### src/rtl/qs_pkg.sv
// Shared types and sizing for the quicksort bank scheduler.
package qs_pkg;

  localparam int BANK_N = 2;
  localparam int N      = 16;
  localparam int BANK_W = $clog2(BANK_N);
  localparam int N_W    = $clog2(N);

  typedef enum logic [2:0] {
    ST_READY     = 3'd0,
    ST_LOADING   = 3'd1,
    ST_LOADED    = 3'd2,
    ST_SORTING   = 3'd3,
    ST_SORTED    = 3'd4,
    ST_UNLOADING = 3'd5
  } bank_status_t;

  typedef logic [BANK_W-1:0] bank_id_t;
  typedef logic [N_W-1:0]    bank_n_t;

  // n holds the last valid index of the bank (count-1).
  typedef struct packed {
    bank_status_t status;
    bank_n_t      n;
    logic         err;
  } bank_state_t;

endpackage

### src/rtl/qs_bank_stage_ptr.sv
// Per-stage round-robin pointer, busy flag and start/done legality check.
// A stage is offered the bank under its pointer when that bank holds REQ_ST;
// a legal start moves the bank to BUSY_ST, a legal done moves it to DONE_ST
// and advances the pointer.
module qs_bank_stage_ptr
  import qs_pkg::*;
#(
  parameter bank_status_t REQ_ST  = ST_READY,
  parameter bank_status_t BUSY_ST = ST_LOADING,
  parameter bank_status_t DONE_ST = ST_LOADED
) (
  input  logic         clk,
  input  logic         rst,
  input  logic         i_start,
  input  logic         i_done,
  input  bank_status_t i_status_nxt,
  output bank_id_t     o_ptr_r,
  output bank_id_t     o_ptr_nxt,
  output logic         o_vld_r,
  output logic         o_wr_en,
  output bank_status_t o_wr_status,
  output logic         o_done_ok,
  output logic         o_viol
);

  logic     r_busy;
  logic     r_vld;
  bank_id_t r_ptr;

  logic     w_start_ok;
  logic     w_done_ok;
  logic     w_busy_nxt;
  logic     w_vld_nxt;

  // Legality: start needs an offer and nothing in flight, done needs something
  // in flight; both in one cycle is never legal and changes nothing.
  always_comb begin
    w_start_ok  = i_start && !i_done && r_vld && !r_busy;
    w_done_ok   = i_done && !i_start && r_busy;
    o_viol      = (i_start || i_done) && !(w_start_ok || w_done_ok);
    o_wr_en     = w_start_ok || w_done_ok;
    o_wr_status = w_done_ok ? DONE_ST : BUSY_ST;
    o_done_ok   = w_done_ok;
    o_ptr_nxt   = w_done_ok ? r_ptr + bank_id_t'(1) : r_ptr;
    w_busy_nxt  = w_start_ok ? 1'b1 : (w_done_ok ? 1'b0 : r_busy);
  end

  // Offer is computed from the post-update status of the bank the pointer will
  // point at, kept separate from the write path to avoid a combinational loop.
  assign w_vld_nxt = (i_status_nxt == REQ_ST) && !w_busy_nxt;

  assign o_ptr_r = r_ptr;
  assign o_vld_r = r_vld;

  // Pointer, busy and offer registers; only the loader is offered a bank out of reset.
  always_ff @(posedge clk) begin
    if (rst) begin
      r_ptr  <= '0;
      r_busy <= 1'b0;
      r_vld  <= (REQ_ST == ST_READY);
    end else begin
      r_ptr  <= o_ptr_nxt;
      r_busy <= w_busy_nxt;
      r_vld  <= w_vld_nxt;
    end
  end

endmodule

### src/rtl/qs_bank_ctrl.sv
// Central bank-state scheduler: owns the per-bank status array and hands banks
// round-robin to the enqueue, sort and dequeue stages.
module qs_bank_ctrl
  import qs_pkg::*;
(
  input  logic              clk,
  input  logic              rst,
  output logic              enq_bnk_vld_r,
  output logic [BANK_W-1:0] enq_bnk_idx_r,
  input  logic              enq_start,
  input  logic              enq_done,
  input  logic [N_W-1:0]    enq_n,
  input  logic              enq_err,
  output logic              sort_bnk_vld_r,
  output logic [BANK_W-1:0] sort_bnk_idx_r,
  output logic [N_W-1:0]    sort_bnk_n_r,
  input  logic              sort_start,
  input  logic              sort_done,
  input  logic              sort_err,
  output logic              deq_bnk_vld_r,
  output logic [BANK_W-1:0] deq_bnk_idx_r,
  output logic [N_W-1:0]    deq_bnk_n_r,
  output logic              deq_bnk_err_r,
  input  logic              deq_start,
  input  logic              deq_done,
  output logic              idle_r,
  output logic              proto_err_r
);

  bank_state_t  r_bank [BANK_N];
  bank_state_t  w_bank_nxt [BANK_N];
  logic         w_idle_nxt;

  bank_id_t     w_enq_ptr, w_enq_ptr_nxt;
  bank_id_t     w_sort_ptr, w_sort_ptr_nxt;
  bank_id_t     w_deq_ptr, w_deq_ptr_nxt;
  logic         w_enq_wr_en, w_sort_wr_en, w_deq_wr_en;
  bank_status_t w_enq_wr_st, w_sort_wr_st, w_deq_wr_st;
  logic         w_enq_done_ok, w_sort_done_ok, w_deq_done_ok;
  logic         w_enq_viol, w_sort_viol, w_deq_viol;

  qs_bank_stage_ptr #(
    .REQ_ST (ST_READY),
    .BUSY_ST(ST_LOADING),
    .DONE_ST(ST_LOADED)
  ) u_enq (
    .clk         (clk),
    .rst         (rst),
    .i_start     (enq_start),
    .i_done      (enq_done),
    .i_status_nxt(w_bank_nxt[w_enq_ptr_nxt].status),
    .o_ptr_r     (w_enq_ptr),
    .o_ptr_nxt   (w_enq_ptr_nxt),
    .o_vld_r     (enq_bnk_vld_r),
    .o_wr_en     (w_enq_wr_en),
    .o_wr_status (w_enq_wr_st),
    .o_done_ok   (w_enq_done_ok),
    .o_viol      (w_enq_viol)
  );

  qs_bank_stage_ptr #(
    .REQ_ST (ST_LOADED),
    .BUSY_ST(ST_SORTING),
    .DONE_ST(ST_SORTED)
  ) u_sort (
    .clk         (clk),
    .rst         (rst),
    .i_start     (sort_start),
    .i_done      (sort_done),
    .i_status_nxt(w_bank_nxt[w_sort_ptr_nxt].status),
    .o_ptr_r     (w_sort_ptr),
    .o_ptr_nxt   (w_sort_ptr_nxt),
    .o_vld_r     (sort_bnk_vld_r),
    .o_wr_en     (w_sort_wr_en),
    .o_wr_status (w_sort_wr_st),
    .o_done_ok   (w_sort_done_ok),
    .o_viol      (w_sort_viol)
  );

  qs_bank_stage_ptr #(
    .REQ_ST (ST_SORTED),
    .BUSY_ST(ST_UNLOADING),
    .DONE_ST(ST_READY)
  ) u_deq (
    .clk         (clk),
    .rst         (rst),
    .i_start     (deq_start),
    .i_done      (deq_done),
    .i_status_nxt(w_bank_nxt[w_deq_ptr_nxt].status),
    .o_ptr_r     (w_deq_ptr),
    .o_ptr_nxt   (w_deq_ptr_nxt),
    .o_vld_r     (deq_bnk_vld_r),
    .o_wr_en     (w_deq_wr_en),
    .o_wr_status (w_deq_wr_st),
    .o_done_ok   (w_deq_done_ok),
    .o_viol      (w_deq_viol)
  );

  assign enq_bnk_idx_r  = w_enq_ptr;
  assign sort_bnk_idx_r = w_sort_ptr;
  assign deq_bnk_idx_r  = w_deq_ptr;

  // Apply every stage's legal update; stages always own distinct banks so the writes never collide.
  always_comb begin
    w_bank_nxt = r_bank;
    if (w_enq_wr_en) w_bank_nxt[w_enq_ptr].status = w_enq_wr_st;
    if (w_enq_done_ok) begin
      w_bank_nxt[w_enq_ptr].n   = enq_n;
      w_bank_nxt[w_enq_ptr].err = enq_err;
    end
    if (w_sort_wr_en) w_bank_nxt[w_sort_ptr].status = w_sort_wr_st;
    if (w_sort_done_ok) w_bank_nxt[w_sort_ptr].err = w_bank_nxt[w_sort_ptr].err | sort_err;
    if (w_deq_wr_en) w_bank_nxt[w_deq_ptr].status = w_deq_wr_st;
    if (w_deq_done_ok) w_bank_nxt[w_deq_ptr].err = 1'b0;
  end

  // Idle means every bank is back to READY after this cycle's updates.
  always_comb begin
    w_idle_nxt = 1'b1;
    for (int i = 0; i < BANK_N; i++) begin
      if (w_bank_nxt[i].status != ST_READY) w_idle_nxt = 1'b0;
    end
  end

  // Bank array and registered offer data; protocol error is sticky until reset.
  always_ff @(posedge clk) begin
    if (rst) begin
      for (int i = 0; i < BANK_N; i++) begin
        r_bank[i] <= '{status: ST_READY, n: '0, err: 1'b0};
      end
      sort_bnk_n_r  <= '0;
      deq_bnk_n_r   <= '0;
      deq_bnk_err_r <= 1'b0;
      idle_r        <= 1'b1;
      proto_err_r   <= 1'b0;
    end else begin
      r_bank        <= w_bank_nxt;
      sort_bnk_n_r  <= w_bank_nxt[w_sort_ptr_nxt].n;
      deq_bnk_n_r   <= w_bank_nxt[w_deq_ptr_nxt].n;
      deq_bnk_err_r <= w_bank_nxt[w_deq_ptr_nxt].err;
      idle_r        <= w_idle_nxt;
      proto_err_r   <= proto_err_r | w_enq_viol | w_sort_viol | w_deq_viol;
    end
  end

endmodule

### config.mk
export PLATFORM = sky130hd
export DESIGN_NAME = qs_bank_ctrl
export DESIGN_NICKNAME = d
export VERILOG_FILES = /design/src/rtl/qs_pkg.sv /design/src/rtl/qs_bank_stage_ptr.sv /design/src/rtl/qs_bank_ctrl.sv
export SDC_FILE = /design/constraint.sdc
export NUM_CORES = 1
export LEC_CHECK = 0
export CAP_MARGIN = 20
export CORE_ASPECT_RATIO = 0.8
export CORE_UTILIZATION = 56
export DETAILED_ROUTE_END_ITERATION = 6
export MAX_ROUTING_LAYER = met4
export PLACE_DENSITY_LB_ADDON = 0.1
export SETUP_SLACK_MARGIN = 0.4
export SYNTH_ARGS = -nofsm -noshare
export SYNTH_HDL_FRONTEND = slang
export SYNTH_SLANG_ARGS = --single-unit
### constraint.sdc
create_clock -name clk -period 3.9 [get_ports clk]
set_clock_uncertainty 0.1 [all_clocks]
set_input_delay 0.585 -clock clk [delete_from_list [all_inputs] [get_ports clk]]
set_output_delay 0.585 -clock clk [all_outputs]
set_load 0.01 [all_outputs]
==> summary.txt <==
synth unique cells: 57
HP Class: reg2reg
largest net degree at the start of global routing: 25
Sink Count: 36
CP startpoint: enq_start
Worst-Margin Slew: 621 ps
area leader, netlist: dfxtp_1
number of setup buffers added after CTS: 0
ant diodes: 0
Remaining Overflow, GRT: 0
antenna violation net count after detailed routing: 0
setup TNS: 0 ps
Worst Reg-to-Reg Cells: 5
Top reg by flops: r_bank
Syn Nets: 210
Pre-antenna DRT Iters: 4
Hold Path Depth: 2
cell count after synthesis: 196
GP Congestion: 1.00
final hold violations: 0
number of flip-flops in the largest register: 16
FP Rows: 17
vias per cell: 6.17
Iter 0 DRT Violations: 168
worst vdd ir: 0.231 mV
core area: 0.00287 mm²
H-tree levels: 2
Mapped Area: 0.00175 mm²
Synth top area share: 41.1%
final HPWL from detailed placement: 3240 µm
Die Wd: 64.6 µm
GR Util All Layers: 31.2%
synth top area cells: dfxtp_1 41%, nor2_1 6.6%, mux2i_1 4.6%
residual DRC count: 0
Post-synth top cells: 36 x dfxtp_1, 31 x nor2_1, 12 x inv_1
HP Start: r_bank[10]
Max Slew Vio Count: 0
vias in the first global route: 1520
average size of a mapped cell: 8.94 µm²
number of CTS-inserted buffers: 5
r2r startpoint: u_enq.r_busy
via count: 1617
RSZ-0062 raised after global routing: no
maxcap violations: 0
PwrDens: 348 mW/mm²
Critical Path Sink Type: flip-flop
layout cell share with drive strength beyond 1: 7.59%
ys async rst share: 0%
CP startpoint kind: input port
Worst Path Arrival: 2680 ps
CTS Hold Bufs: 0
max_slew headroom: 58.3%
R2R setup slack: 1780 ps
WHS Endpoint: r_bank[10]
CP max stage delay: 680 ps
drt wl/cell: 17.3 µm
# setup viols final: 0
Die H: 52.0 µm
Nets: 238
Post-synth EDFFs: 0
first-pass GRT wire length: 7260 µm
Top Registers: r_bank (16), deq_bnk_n_r (4), sort_bnk_n_r (4)
num ports: 31
Die Area: 0.00336 mm²
starting density of the core: 61.0%
Max Buffers Root-to-Sink: 2
crit-path cells: clkdlybuf4s50_1 -> and4bb_1 -> nor2_1 -> a211oi_1 -> o2111ai_1 -> a211oi_2
sequential area share after synthesis: 41.1%
leakage: 0.833 nW
final wirelength: 4530 µm
top_reg_cell synth: dfxtp_1
critical path class: in2reg
Hold WS: 425 ps
post-CTS sizing: 0
Worst EP required: 4020 ps
crit-path max FO: 10
Synth Register Bits: 36
TritonCTS clock tree: built
Synth warnings: 0
FF-to-FF End: u_sort.o_vld_r
CTS clk-pin slew, worst paths: 70 ps
count leader, synth: dfxtp_1
Final period util: 65.9%
IO buf count: 30
initial antenna violation count: 0
Fill cells: 229
area growth from synthesis to layout: 21.6%
later-pin clock latency in the skew report: 300 ps
CTS root buffer: clkbuf_8
Critical Path Slowest Stage Cell: and4bb_1
fmax: 0.389 GHz
min Tclk post-route: 2570 ps
status: complete, no violations
through the flow:
step	area, µm²	power, mW	util, %	instances	worst slack (ps)
finish	2130	0.741	74.2	262	1330
detailed placement	2050	0.492	71.5	255	1040
global placement	2050	0.489	71.5	255	1130
CTS	2130	0.739	74.2	262	1320
floorplan	1750	0.450	-	196	1860
global route	2130	0.765	74.2	262	1190
layer usage:
metal	up-vias	share of wire [%]	global-route usage (%)
met1	769	46	39.2
met4	0	1.7	14.4
met5	-	0	-
met3	7	9.1	8.55
met2	78	43	47.0
li1	763	-	-
placed cells by master (no fill, tap or decap), types with 3 or more instances in the layout:
master	count
nand2_1	6
nand3b_1	4
nor2_1	31
clkdlybuf4s50_1	30
and4bb_1	3
o21ai_0	9
clkbuf_8	5
nand4b_1	3
nor2b_1	3
a21oi_1	9
dfxtp_1	36
mux2i_1	8
and2_1	6
a211oi_1	5
inv_1	12
how the worst max path moves through the flow:
stage               slack [ps]              to  cells after the start
floorplan                 1860   u_deq.o_vld_r                      6
global placement          1130  u_sort.o_vld_r                      6
detailed placement        1040  u_sort.o_vld_r                      6
CTS                       1320  u_sort.o_vld_r                      6
global route              1190  u_sort.o_vld_r                      6
finish                    1330  u_sort.o_vld_r                      6
logic make-up after synthesis:
logic type,after synthesis,share of synthesized area [%]
AND/OR/NAND/NOR,75,25.4
AO/OA/AOI/OAI,52,21.6
flip-flops,36,41.1
buffers and inverters,22,5.71
multiplexers,9,5.21
XOR/XNOR,2,0.999
critical path, delay by kind of cell:
family	cells	cell delay, ps
buffers and inverters	1	570
AND/OR/NAND/NOR	2	810
AO/OA/AOI/OAI	3	720
layout make-up:
class                      instances  area (µm²)  area share (%)
timing repair buffer              31         308            14.4
clock inverter                     1        5.00           0.235
tap                               38        47.5            2.23
inverter                          12        45.0            2.11
multi-input combinational        138         932            43.7
sequential                        36         721            33.8
clock buffer                       6        72.6            3.41
report_power, final:
group | internal [mW] | total, mW | leakage (nW) | switching [mW]
Combinational | 0.0509 | 0.0982 | 0.501 | 0.0473
Sequential | 0.379 | 0.388 | 0.292 | 0.00909
Clock | 0.121 | 0.255 | 0.0410 | 0.133
No activity file was read; power rests on OpenSTA's default activity.
